`config.mk`:
```
export PLATFORM = sky130hd
export DESIGN_NAME = mem_ctrl_flat
export DESIGN_NICKNAME = d
export VERILOG_FILES = /design/src/rtl/mem_ctrl_if.sv /design/src/rtl/mem_ctrl.sv /design/src/flat_wrapper.sv
export SDC_FILE = /design/constraint.sdc
export NUM_CORES = 1
export LEC_CHECK = 0
export CORE_MARGIN = 2
export CORE_UTILIZATION = 51
export DETAILED_ROUTE_END_ITERATION = 6
export PLACE_DENSITY = 0.88
export SYNTH_ARGS = -nofsm -noshare
export SYNTH_HDL_FRONTEND = slang
export SYNTH_SLANG_ARGS = --single-unit
```
`constraint.sdc`:
```
create_clock -name clk_in -period 3.8 [get_ports clk_in]
set_clock_uncertainty 0.05 [all_clocks]
set_input_delay 0.76 -clock clk_in [delete_from_list [all_inputs] [get_ports clk_in]]
set_output_delay 0.76 -clock clk_in [all_outputs]
set_load 0.02 [all_outputs]
```
`src/rtl/mem_ctrl_if.sv`:
```
// mem_ctrl_if: fetch, load/store-buffer and RAM pin bundle for mem_ctrl.
// slave is the controller's view, master is the surrounding environment.
interface mem_ctrl_if;
  logic        rdy_in;
  logic [31:0] if_addr;
  logic        if_rdy;
  logic [7:0]  if_byte;
  logic        lsb_busy;
  logic        lsb_req;
  logic        lsb_wr;
  logic [2:0]  lsb_size;
  logic [31:0] lsb_addr;
  logic [31:0] lsb_wdata;
  logic        lsb_done;
  logic [31:0] lsb_rdata;
  logic        rollback;
  logic        io_buffer_full;
  logic [7:0]  mem_din;
  logic [7:0]  mem_dout;
  logic [31:0] mem_a;
  logic        mem_wr;

  modport slave (
    input  rdy_in, if_addr, lsb_req, lsb_wr, lsb_size, lsb_addr, lsb_wdata,
           rollback, io_buffer_full, mem_din,
    output if_rdy, if_byte, lsb_busy, lsb_done, lsb_rdata, mem_dout, mem_a, mem_wr
  );

  modport master (
    output rdy_in, if_addr, lsb_req, lsb_wr, lsb_size, lsb_addr, lsb_wdata,
           rollback, io_buffer_full, mem_din,
    input  if_rdy, if_byte, lsb_busy, lsb_done, lsb_rdata, mem_dout, mem_a, mem_wr
  );
endinterface

```
`src/rtl/mem_ctrl.sv`:
```
// mem_ctrl: single-port byte-RAM arbiter. Serves the fetch byte stream when
// idle, otherwise sequences 1/2/4-byte LSB loads and stores one byte per cycle
// against a RAM with 1-cycle read latency.
// Optional feature: define IO_STALL_EN to hold IO-window store bytes while
// io_buffer_full is high.
module mem_ctrl #(
  parameter logic [31:0] IO_BASE = 32'h30000
) (
  input logic       clk_in,
  input logic       rst_in,
  mem_ctrl_if.slave bus
);
  typedef enum logic [1:0] {IDLE, LOAD, STORE} state_t;

  state_t      state, state_nx;
  logic [2:0]  issue_cnt, issue_nx, recv_cnt, recv_nx, size_r;
  logic [31:0] addr_r, wdata_r, rbuf, rbuf_nx, rdata_r;
  logic        done_r, done_nx, latch, rdata_ld;
  logic [31:0] seq_addr, re_addr;
  logic [5:0]  sh;
  logic [7:0]  seq_byte;
  logic        io_gate, io_acc, io_seq;
  logic [31:0] mem_a_c;
  logic [7:0]  mem_dout_c;
  logic        mem_wr_c, if_rdy_c, busy_c;

`ifdef IO_STALL_EN
  assign io_gate = bus.io_buffer_full;
`else
  logic unused_io;
  assign unused_io = bus.io_buffer_full;
  assign io_gate   = 1'b0;
`endif

  assign seq_addr = addr_r + {29'd0, issue_cnt};
  assign re_addr  = addr_r + {29'd0, recv_cnt};
  assign sh       = {recv_cnt, 3'b000};
  assign io_acc   = io_gate && (bus.lsb_addr[17:16] == IO_BASE[17:16]);
  assign io_seq   = io_gate && (seq_addr[17:16] == IO_BASE[17:16]);

  // Store byte lane for the byte currently being issued
  always_comb begin
    case (issue_cnt[1:0])
      2'd0:    seq_byte = wdata_r[7:0];
      2'd1:    seq_byte = wdata_r[15:8];
      2'd2:    seq_byte = wdata_r[23:16];
      default: seq_byte = wdata_r[31:24];
    endcase
  end

  // Next-state, counter and RAM-port decode
  always_comb begin
    state_nx   = state;
    issue_nx   = issue_cnt;
    recv_nx    = recv_cnt;
    rbuf_nx    = rbuf;
    done_nx    = 1'b0;
    rdata_ld   = 1'b0;
    latch      = 1'b0;
    mem_a_c    = bus.if_addr;
    mem_dout_c = '0;
    mem_wr_c   = 1'b0;
    if_rdy_c   = 1'b0;
    busy_c     = 1'b0;
    case (state)
      IDLE: begin
        if (bus.lsb_req && !done_r) begin
          busy_c     = 1'b1;
          mem_a_c    = bus.lsb_addr;
          mem_dout_c = bus.lsb_wdata[7:0];
          if (bus.rdy_in) begin
            latch = 1'b1;
            if (bus.lsb_wr) begin
              mem_wr_c = !io_acc;
              if (io_acc) begin
                state_nx = STORE;
                issue_nx = '0;
              end else if (bus.lsb_size == 3'd1) begin
                done_nx = 1'b1;
              end else begin
                state_nx = STORE;
                issue_nx = 3'd1;
              end
            end else if (!bus.rollback) begin
              state_nx = LOAD;
              issue_nx = 3'd1;
              recv_nx  = '0;
              rbuf_nx  = '0;
            end
          end
        end else begin
          if_rdy_c = bus.rdy_in;
        end
      end
      LOAD: begin
        busy_c = 1'b1;
        if (bus.rdy_in) begin
          mem_a_c = seq_addr;
          if (issue_cnt != size_r) issue_nx = issue_cnt + 3'd1;
          rbuf_nx = (rbuf & ~(32'h0000_00FF << sh)) | ({24'd0, bus.mem_din} << sh);
          recv_nx = recv_cnt + 3'd1;
          if (recv_cnt + 3'd1 == size_r) begin
            state_nx = IDLE;
            issue_nx = '0;
            recv_nx  = '0;
            done_nx  = 1'b1;
            rdata_ld = 1'b1;
          end
        end else begin
          // The byte due this cycle is lost; re-read it now so capture
          // resumes on the first enabled cycle without a gap.
          mem_a_c  = re_addr;
          issue_nx = recv_cnt + 3'd1;
        end
        if (bus.rollback) begin
          state_nx = IDLE;
          issue_nx = '0;
          recv_nx  = '0;
          done_nx  = 1'b0;
          rdata_ld = 1'b0;
        end
      end
      STORE: begin
        busy_c     = 1'b1;
        mem_a_c    = seq_addr;
        mem_dout_c = seq_byte;
        if (bus.rdy_in && !io_seq) begin
          mem_wr_c = 1'b1;
          issue_nx = issue_cnt + 3'd1;
          if (issue_cnt + 3'd1 == size_r) begin
            state_nx = IDLE;
            issue_nx = '0;
            done_nx  = 1'b1;
          end
        end
      end
      default: state_nx = IDLE;
    endcase
    if (!bus.rdy_in) begin
      mem_wr_c = 1'b0;
      if_rdy_c = 1'b0;
    end
  end

  // State, counters, request latch and registered LSB results
  always_ff @(posedge clk_in) begin
    if (rst_in) begin
      state     <= IDLE;
      issue_cnt <= '0;
      recv_cnt  <= '0;
      addr_r    <= '0;
      size_r    <= '0;
      wdata_r   <= '0;
      rbuf      <= '0;
      rdata_r   <= '0;
      done_r    <= 1'b0;
    end else begin
      state     <= state_nx;
      issue_cnt <= issue_nx;
      recv_cnt  <= recv_nx;
      rbuf      <= rbuf_nx;
      done_r    <= done_nx;
      if (rdata_ld) rdata_r <= rbuf_nx;
      if (latch) begin
        addr_r  <= bus.lsb_addr;
        size_r  <= bus.lsb_size;
        wdata_r <= bus.lsb_wdata;
      end
    end
  end

  assign bus.if_byte   = bus.mem_din;
  assign bus.lsb_done  = done_r;
  assign bus.lsb_rdata = rdata_r;
  assign bus.mem_a     = rst_in ? '0 : mem_a_c;
  assign bus.mem_dout  = rst_in ? '0 : mem_dout_c;
  assign bus.mem_wr    = rst_in ? 1'b0 : mem_wr_c;
  assign bus.if_rdy    = rst_in ? 1'b0 : if_rdy_c;
  assign bus.lsb_busy  = rst_in ? 1'b0 : busy_c;
endmodule

```
`src/flat_wrapper.sv`:
```
// flat-port wrapper written by rule: the top's interface ports become plain ports
module mem_ctrl_flat 
#(
  parameter logic [31:0] IO_BASE = 32'h30000
)
  (clk_in, rst_in, bus_rdy_in, bus_if_addr, bus_lsb_req, bus_lsb_wr, bus_lsb_size, bus_lsb_addr, bus_lsb_wdata, bus_rollback, bus_io_buffer_full, bus_mem_din, bus_if_rdy, bus_if_byte, bus_lsb_busy, bus_lsb_done, bus_lsb_rdata, bus_mem_dout, bus_mem_a, bus_mem_wr);
  mem_ctrl_if bus_i ();
  input logic clk_in;
  input logic rst_in;
  input wire logic [$bits(bus_i.rdy_in)-1:0] bus_rdy_in;
  input wire logic [$bits(bus_i.if_addr)-1:0] bus_if_addr;
  input wire logic [$bits(bus_i.lsb_req)-1:0] bus_lsb_req;
  input wire logic [$bits(bus_i.lsb_wr)-1:0] bus_lsb_wr;
  input wire logic [$bits(bus_i.lsb_size)-1:0] bus_lsb_size;
  input wire logic [$bits(bus_i.lsb_addr)-1:0] bus_lsb_addr;
  input wire logic [$bits(bus_i.lsb_wdata)-1:0] bus_lsb_wdata;
  input wire logic [$bits(bus_i.rollback)-1:0] bus_rollback;
  input wire logic [$bits(bus_i.io_buffer_full)-1:0] bus_io_buffer_full;
  input wire logic [$bits(bus_i.mem_din)-1:0] bus_mem_din;
  output wire logic [$bits(bus_i.if_rdy)-1:0] bus_if_rdy;
  output wire logic [$bits(bus_i.if_byte)-1:0] bus_if_byte;
  output wire logic [$bits(bus_i.lsb_busy)-1:0] bus_lsb_busy;
  output wire logic [$bits(bus_i.lsb_done)-1:0] bus_lsb_done;
  output wire logic [$bits(bus_i.lsb_rdata)-1:0] bus_lsb_rdata;
  output wire logic [$bits(bus_i.mem_dout)-1:0] bus_mem_dout;
  output wire logic [$bits(bus_i.mem_a)-1:0] bus_mem_a;
  output wire logic [$bits(bus_i.mem_wr)-1:0] bus_mem_wr;
  assign bus_i.rdy_in = bus_rdy_in;
  assign bus_i.if_addr = bus_if_addr;
  assign bus_i.lsb_req = bus_lsb_req;
  assign bus_i.lsb_wr = bus_lsb_wr;
  assign bus_i.lsb_size = bus_lsb_size;
  assign bus_i.lsb_addr = bus_lsb_addr;
  assign bus_i.lsb_wdata = bus_lsb_wdata;
  assign bus_i.rollback = bus_rollback;
  assign bus_i.io_buffer_full = bus_io_buffer_full;
  assign bus_i.mem_din = bus_mem_din;
  assign bus_if_rdy = bus_i.if_rdy;
  assign bus_if_byte = bus_i.if_byte;
  assign bus_lsb_busy = bus_i.lsb_busy;
  assign bus_lsb_done = bus_i.lsb_done;
  assign bus_lsb_rdata = bus_i.lsb_rdata;
  assign bus_mem_dout = bus_i.mem_dout;
  assign bus_mem_a = bus_i.mem_a;
  assign bus_mem_wr = bus_i.mem_wr;
  mem_ctrl #(.IO_BASE(IO_BASE)) u_core (.clk_in(clk_in), .rst_in(rst_in), .bus(bus_i));
endmodule
```
# == After elaboration in Yosys (flattened, before gate mapping) ==
# Index checks and enable logic that the tools add are counted.
# op_classes
eq_ne,19
n_bitwise,3
mux,71
magnitude_cmp,0
multipliers,0
shift,2
n_div,0
add_sub_neg,4
reduce_logical,10
# ops
cell,n
$mux W32,8
$pmux W32 S3,1
$add A32 B3 Y32,2
$pmux W32 S2,1
$mux W3,18
$and A32 B32 Y32,1
$not A32 Y32,1
$or A32 B32 Y32,1
$shl A8 B6 Y32,1
$shl A8 B6 Y32 const A,1
$pmux W8 S3,1
$mux W1,23
$mux W2,10
$mux W8,2
$pmux W8 S2,1
$ne A3 B3 Y1 const B,3
$pmux W3 S3,1
$ne A2 B2 Y1 const B,4
$reduce_and A8 Y1,1
$reduce_and A7 Y1,1
$add A3 B1 Y3 const B,2
$eq A3 B3 Y1,2
$pmux W2 S3,1
$pmux W3 S2,1
16 further kinds,21
# word_totals
latch_bits,0
mem_count,0
output_inout_bits,84
ram_bits,0
romBits,0
regBits,140
inputBits,114

# == Longest topological paths before layout ==
# Gate-level depths: netlist of the first run.
# depth
depth_word,6
ltp_mapped,11
ltp_nobuf,9

# == Least setup slack after synthesis of the first run ==
# Ideal clock, no wire load.
# synth_timing
path_type,register to output
from,reg u_core.issue_cnt[0]
to,out bus_mem_a[26]
t_required_ps,2990
arrival_time_ps,2707
stages_incl_launch_ff,10
setup_slack_ps,283
path_cell_list,dfxtp_1 ha_1 inv_1 fa_1 nor2b_1 o32ai_1 or4_4 nor4_2 o21ai_1 a311oi_1
# synth_between
elab_chain_cells,4
# synth_rtl
element,line,text
"start, declared",mem_ctrl.sv:16,"logic [2:0] issue_cnt, issue_nx, recv_cnt, recv_nx, size_r;"
"start signal, assigned",mem_ctrl.sv:159,issue_cnt <= issue_nx;
$add A32 B3 Y32 *,mem_ctrl.sv:35,"assign seq_addr = addr_r + {29'd0, issue_cnt};"
$mux W32,mem_ctrl.sv:97,if (bus.rdy_in) begin
$pmux W32 S3 *,mem_ctrl.sv:65,case (state)
$mux W32 *,mem_ctrl.sv:175,assign bus.mem_a = rst_in ? '0 : mem_a_c;
"end, declared",flat_wrapper.sv:26,output wire logic [$bits(bus_i.mem_a)-1:0] bus_mem_a;
# Mark *: on every way between the ends. The rest lies on a longest branch, timed or not.

# == Worst setup path in the final report of the first run ==
# layout_timing
from,reg u_core.addr_r[0]
to,out bus_mem_a[26]
# layout_between
elab_chain_cells,4
# layout_rtl
element,line,text
"start, declared",mem_ctrl.sv:17,"logic [31:0] addr_r, wdata_r, rbuf, rbuf_nx, rdata_r;"
"start signal, assigned",mem_ctrl.sv:165,addr_r <= bus.lsb_addr;
"$add A32 B3 Y32, on equally long branches","mem_ctrl.sv:36, mem_ctrl.sv:35",
$mux W32,mem_ctrl.sv:97,
$pmux W32 S3 *,mem_ctrl.sv:65,
$mux W32 *,mem_ctrl.sv:175,
# Marked as above.

==> results of run 1 <==
[cells by family (layout without fill, tap and decap cells)]
family / after synthesis / count (layout) / synth area share
AO/OA/AOI/OAI: 310 / 310 / 0.250
XOR/XNOR: 40 / 40 / 0.0434
adder cells (fa/ha/maj): 22 / 22 / 0.0345
buffers and inverters: 140 / 342 / 0.0759
flip-flops: 140 / 140 / 0.333
multiplexers: 29 / 29 / 0.0376
AND/OR/NAND/NOR: 415 / 415 / 0.226
[state kept, by name (all words and copies together) (netlist names)]
signal	count
u_core.rbuf	32
u_core.state	2
u_core.bus.lsb_done	1
u_core.bus.lsb_rdata	32
u_core.size_r	3
u_core.addr_r	32
u_core.recv_cnt	3
u_core.wdata_r	32
u_core.issue_cnt	3
[synthesized netlist by cell type, types with 3 or more instances]
cell,n
o21ai_1,3
and3_1,7
nor4_2,4
a222oi_1,10
buf_2,12
a22o_1,19
nand3b_1,3
nor4_1,7
nand4_1,16
clkbuf_1,65
o31ai_1,3
a41oi_1,4
nand2b_1,7
o211ai_1,3
mux2_2,21
nor2_1,108
xnor2_1,18
ha_1,20
o31a_1,3
xor2_1,21
nor3_1,25
and2_1,5
a21oi_1,102
a22oi_1,47
buf_4,20
o22ai_1,3
nor2b_1,13
a211oi_1,34
dfxtp_1,140
nand2_1,180
inv_1,33
buf_1,7
nand3_1,19
a21o_1,4
or3_1,5
a311oi_1,3
a221oi_1,21
o21ai_0,31
mux2i_1,8
[per-layer routing]
metal / vias up / wire length (um) / share of wire / track usage
met3: 84 / 2670 / 0.097 / 0.0755
met4: 0 / 832 / 0.030 / 0.131
met1: 4324 / 11000 / 0.40 / 0.385
met2: 530 / 13100 / 0.47 / 0.508
met5: - / 0 / 0 / 0
li1: 4301 / - / - / -
[worst paths after layout]
path	start	to	slack (ns)
max	u_core.addr_r[0]	bus_mem_a[26]	0.03
min	u_core.wdata_r[24]	u_core.wdata_r[24]	0.41
max reg2reg	u_core.recv_cnt[0]	u_core.bus.lsb_rdata[1]	1.03
min reg2reg	u_core.wdata_r[24]	u_core.wdata_r[24]	0.41
[power groups by stage]
| stage | Sequential (W) | Clock [W] | Combinational, W |
|---|---|---|---|
| 2_1_floorplan | 0.00159 | 0 | 0.000591 |
| 3_3_place_gp | 0.00160 | 0 | 0.000987 |
| 4_1_cts | 0.00158 | 0.00167 | 0.000986 |
| 3_5_place_dp | 0.00161 | 0 | 0.00101 |
| 6_report | 0.00158 | 0.00165 | 0.00101 |
| 5_1_grt | 0.00159 | 0.00172 | 0.00108 |
[worst max-delay path, delay by kind of cell, from the launching register on]
kind                     cells  cell delay, ns
adder cells (fa/ha/maj)      2            0.55
flip-flops                   1            0.35
buffers and inverters        2            0.23
AO/OA/AOI/OAI                4            0.70
AND/OR/NAND/NOR              2            0.68
[cell type report]
cell class / count / area share
multi-input cells: 816 / 0.447
flip-flops and latches: 140 / 0.245
repair buffers: 277 / 0.223
clock buffers: 19 / 0.0386
well taps: 216 / 0.0236
clock inverters: 13 / 0.0122
inverters: 33 / 0.0108
[per-stage QoR]
step                      hold WS (ns)  setup WS [ns]
after floorplan                  0.386          0.283
after global placement           0.392         -0.174
after detailed placement         0.396         -0.268
after CTS                        0.404        -0.0560
after global routing             0.422        -0.0773
final                            0.405         0.0268
[timing repair]
item                       CTS  global route
hold buffers                 0             0
pin swaps                    3             7
resized for setup           88            38
setup buffers                3             1
hold endpoints to repair     0             0
setup endpoints to repair   33            25
==> results.tsv, run 1 <==
stage	metric	value	unit
clock_tree	clk slew on worst S/H paths	0.06	ns
logic_synthesis	Syn. warnings	0	
routing	via/cell ratio	6.10	
routing	DR WL/cell	18.2	um
sta	Max Freq	265	MHz
placement	placed cell areas	10800	sq um
setup_path	CP arrival	2.96	ns
logic_synthesis	post-synthesis register bit count	140	
hold_path	Worst Hold Class	reg2reg	
sta	Final Setup Violations	0	
setup_path	cells on worst reg2reg path	9	
clock_tree	CTS max path bufs	2	
die	IO Count	198	
pwr	sequential cell fraction of total power	0.373	
routing	first-pass iteration count of the detailed router	7	
job	number of max-cap violations	0	
final_layout	antenna cell count	0	
pwr	sw frac	0.304	
status	status	completed	
hold_path	Hold Path Stages	2	
final_layout	Layout Cells excl Fill	1514	
placement	Placed Cells	1478	
die	die area	17600	sq um
sta	Final Hold Violating Endpoints	0	
logic_synthesis	Syn Area/Cell	7.69	sq um
grt	first-pass GRT wire length	44400	um
die	Die Span X	133	um
placement	Final Wtd Congestion	0.923	
placement	port bufs	196	
setup_path	Worst setup EP type	output port	
grt	initial antenna violation count	0	
final_layout	# fillers	1253	
logic_synthesis	dominant cells by area after synthesis	dfxtp_1 33%, nand2_1 8.0%, a21oi_1 6.1%, nor2_1 4.8%, a22oi_1 4.2%	
sta	RSZ-0062 raised after global routing	yes	
logic_synthesis	sequential area share after synthesis	0.333	
clock_tree	CTS buffer count	17	
grt	GRT Util Overall	0.308	
routing	drt total wl	27600	um
sta	Rel. slew slack	0.533	
clock_tree	Root Driver	clkbuf_16	
routing	Via Count	9239	
pwr	Tot Pwr	0.00424	W
grt	vias in the first global route	8968	
clock_tree	clock sink count	140	
sta	fin. max-slew vios	0	
logic_synthesis	Post-Syn Area	8430	sq um
final_layout	multi-input logic area	5120	sq um
sta	fin crit share	0.993	
die	Core Box Area	16000	sq um
setup_path	crit path kind	reg2out	
setup_path	CP Launch Type	flip-flop	
die	die extent in y	133	um
final_layout	most frequent cells in the layout	179 x nand2_1, 152 x clkdlybuf4s50_1, 131 x dfxtp_1	
final_layout	layout cells sized above 1	0.151	
pwr	worst vdd ir	346	uV
setup_path	Critical Path Max Stage Delay	0.53	ns
clock_tree	CTS H-Tree Depth	4	
pwr	internal power	0.00295	W
logic_synthesis	Synth area leader	dfxtp_1	
logic_synthesis	Synth cell types	74	
setup_path	CP cell instances	ha_2, inv_1, fa_2, nor2b_4, o32ai_1, or4_4, o31a_1, o21ai_2, a311oi_2, buf_4	
pwr	switching pwr	0.00129	W
logic_synthesis	asr flop ratio synth	0	
grt	gr ovfl total	0	
pwr	Lkg Pwr	4.43	nW
die	Starting Density	0.527	
clock_tree	CTS tree	built	
setup_path	CP Data Required Time	2.99	ns
setup_path	CP max stage cell	or4_4	
grt	largest net degree at the start of global routing	71	
routing	ANT nets after route	0	
clock_tree	Clock Latency Late Sink	0.43	ns
final_layout	register area	2810	sq um
setup_path	Crit Path Max Fanout	3	
sta	Final Critical Period	3.77	ns
logic_synthesis	Synth top area share	0.333	
placement	HPWL after DPL	18800	um
final_layout	nets	1421	
die	cell row count	46	
logic_synthesis	Net Count, Synth	1232	
final_layout	most common cell after layout, fill and taps aside	nand2_1	
sta	setup TNS	0	ns
routing	1st-iter DRT viols	1099	
final_layout	cell area after layout	11500	sq um
logic_synthesis	Post-synth top flop	dfxtp_1	
final_layout	Core Util, Final	0.717	
final_layout	Layout area overhead	36.1	%
sta	Worst-Margin Slew	0.691	ns
logic_synthesis	Post-synth EDFFs	0	
pwr	Clk network pwr share	0.390	
logic_synthesis	synthesized instance count	1096	
routing	residual DRC count	0	
pwr	Pwr Density	370	nW/um^2
pwr	combinational power share	0.238	
(Power assumes the default switching activity.)
==> inputs of run 2 (changes only) <==
- HOLD_SLACK_MARGIN: unset -> 0.05
==> results of run 2 <==
Final layout, timing and power as in run 1 (identical DEF).
==> inputs of run 3 (changes only) <==
- CORE_UTILIZATION: 51 -> 44
- GPL_ROUTABILITY_DRIVEN: unset -> 0
- PLACE_DENSITY: 0.88 -> 0.79
==> results.tsv, run 3 (synthesis gave the netlist of run 1 again) <==
stage	metric	value	unit	change
placement	port bufs	196		unchanged
final_layout	Layout area overhead	37.1	%	
pwr	Pwr Density	374	nW/um^2	+1.2%
routing	via/cell ratio	5.83		-4.5%
final_layout	antenna cell count	0		unchanged
setup_path	worst path bufs/invs	2		unchanged
clock_tree	Post-CTS Hold Fix Bufs	0		unchanged
setup_path	Critical path destination	bus_mem_a[26]		
placement	pre-CTS WS	-0.298	ns	-0.0293 ns
job	number of max-cap violations	0		unchanged
setup_path	Critical Path Max Stage Delay	0.56	ns	+0.03 ns
clock_tree	Clock Latency Late Sink	0.43	ns	about the same
grt	initial antenna violation count	0		unchanged
grt	GRT Util Overall	0.259		-0.0490
clock_tree	clock sink count	140		unchanged
clock_tree	CTS H-Tree Depth	4		unchanged
die	cell row count	50		+8.7%
routing	residual DRC count	0		unchanged
setup_path	CP Launch Type	flip-flop		
routing	first-pass iteration count of the detailed router	6		-1
setup_path	worst reg2reg startpoint	u_core.recv_cnt[0]		
die	Starting Density	0.449		-0.0777
die	die extent in y	142	um	+7.4%
pwr	worst vdd ir	344	uV	-0.65%
final_layout	# fillers	1632		+30%
grt	gr ovfl total	0		unchanged
routing	drt total wl	26700	um	-3.1%
die	Die Span X	142	um	+7.4%
final_layout	nets	1426		+0.35%
grt	largest net degree at the start of global routing	66		-7.0%
die	Core Box Area	18800	sq um	+17%
sta	Final Hold Violating Endpoints	0		unchanged
routing	1st-iter DRT viols	901		-18%
setup_path	crit path kind	reg2out		
setup_path	CP delay by family, top	simple AND/OR/NAND/NOR gates		
sta	Worst-Margin Slew	0.662	ns	-0.0291 ns
routing	DR WL/cell	17.4	um	-4.6%
clock_tree	CTS buffer count	17		unchanged
clock_tree	clk slew on worst S/H paths	0.06	ns	about the same
final_layout	most frequent cells in the layout	179 x nand2_1, 168 x clkdlybuf4s50_1, 135 x dfxtp_1		
final_layout	most common cell after layout, fill and taps aside	nand2_1		
routing	ANT nets after route	0		unchanged
grt	first-pass GRT wire length	42300	um	-4.6%
routing	Via Count	8954		-3.1%
setup_path	CP Data Required Time	2.99	ns	about the same
final_layout	layout cells sized above 1	0.151		+0.000188
hold_path	Worst Hold Class	reg2reg		
sta	fin crit share	0.996		+0.00317
sta	WHS	0.407	ns	+0.00142 ns
die	IO Count	198		unchanged
setup_path	CP cell instances	ha_2, inv_1, fa_2, nor2b_2, o32ai_1, or4_4, nor4_2, o21ai_1, a311oi_1, buf_2		
sta	RSZ-0062 raised after global routing	yes		
setup_path	Worst setup EP type	output port		
sta	Final Critical Period	3.79	ns	+0.0121 ns
clock_tree	Root Driver	clkbuf_16		
status	status	completed		
setup_path	reg2reg end	u_core.bus.lsb_rdata[3]		
setup_path	cells on worst reg2reg path	9		unchanged
sta	fin. max-slew vios	0		unchanged
clock_tree	CTS max path bufs	2		unchanged
sta	final worst slack	0.0147	ns	-0.0121 ns
grt	vias in the first global route	8326		-7.2%
clock_tree	CTS tree	built		
sta	Max Freq	264	MHz	-0.32%
setup_path	reg2reg setup slack	1.26	ns	+0.23 ns
setup_path	CP arrival	2.98	ns	+0.02 ns
setup_path	Crit Path Max Fanout	3		unchanged
setup_path	Setup crit start	u_core.issue_cnt[0]		
die	die area	20300	sq um	+15%
setup_path	CP max stage cell	or4_4		
sta	Final Setup Violations	0		unchanged
sta	Rel. slew slack	0.553		+0.0197
pwr	Lkg Pwr	4.35	nW	-1.8%
placement	HPWL after DPL	19000	um	+0.84%
setup_path	Critical Path Stages	10		unchanged
run 3: cell count changes in the layout (fill, tap and decap cells not counted), moves of 3 or more:
cell,previous run,this run
clkdlybuf4s50_1,152,168
dlygate4sd2_1,20,10
dlymetal6s2s_1,11,4
dfxtp_1,131,135
dfxtp_2,9,5
nor4_1,7,3
buf_4,81,84
clkinv_2,4,1
nor3_1,22,19
nor3_2,3,6
o21ai_1,0,3
run 3: per-layer routing:
layer	vias to the layer above	routed length (um)	GRT usage
met1	4216	11300	0.340
met3	39	2280	0.0579
li1	4305	-	-
met4	0	497	0.0792
met5	-	0	0
met2	394	12600	0.428
run 3: timing repair:
action | 4_1_cts | 5_1_grt
pin swaps | 2 | 2
setup buffers | 1 | 1
setup endpoints to repair | 29 | 23
resized for setup | 66 | 39
run 3: metrics by stage:
| stage | power [W] | util | TNS (ns) | instance area (sq um) | std cells |
|---|---|---|---|---|---|
| CTS | 0.00433 | 0.613 | -0.0945 | 11500 | 1536 |
| finish | 0.00432 | 0.616 | 0 | 11600 | 1537 |
| global route | 0.00448 | 0.616 | -0.402 | 11600 | 1537 |
| global placement | 0.00261 | 0.578 | -3.08 | 10800 | 1503 |
| floorplan | 0.00218 | - | 0 | 8430 | 1096 |
| detailed placement | 0.00263 | 0.578 | -3.51 | 10800 | 1503 |
run 3: worst min path at each step:
stage | start | endpoint | slack (ns) | cells past startpoint
2_1_floorplan | u_core.wdata_r[10] | u_core.wdata_r[10] | 0.39 | 2
5_1_grt | u_core.wdata_r[5] | u_core.wdata_r[5] | 0.42 | 2
3_3_place_gp | u_core.wdata_r[20] | u_core.wdata_r[20] | 0.39 | 2
4_1_cts | u_core.wdata_r[8] | u_core.wdata_r[8] | 0.41 | 2
6_report | u_core.wdata_r[8] | u_core.wdata_r[8] | 0.41 | 2
3_5_place_dp | u_core.wdata_r[20] | u_core.wdata_r[20] | 0.40 | 2
run 3: report_power, final:
part           switching, W  total (W)  leakage (nW)  internal [W]
clock              0.000673    0.00173         0.285       0.00106
combinational      0.000561    0.00102          2.92      0.000456
sequential        0.0000504    0.00157          1.14       0.00152
run 3: area by class of cell:
class / count / area, sq um / area share
well taps: 234 / 293 / 0.0253
clock buffers: 20 / 447 / 0.0387
inverters: 33 / 124 / 0.0107
flip-flops and latches: 140 / 2810 / 0.243
repair buffers: 282 / 2590 / 0.224
multi-input cells: 816 / 5120 / 0.444
clock inverters: 12 / 163 / 0.0141
run 3: worst register-to-register path, cell delays in order, from the launching register on:
cell and delay [ns]:
dfxtp_1 0.35, buf_4 0.17, inv_1 0.12, ha_1 0.37
xnor2_1 0.26, nand4_1 0.19, nor3b_2 0.27, buf_12 0.29
nor2_1 0.12, a211oi_1 0.26
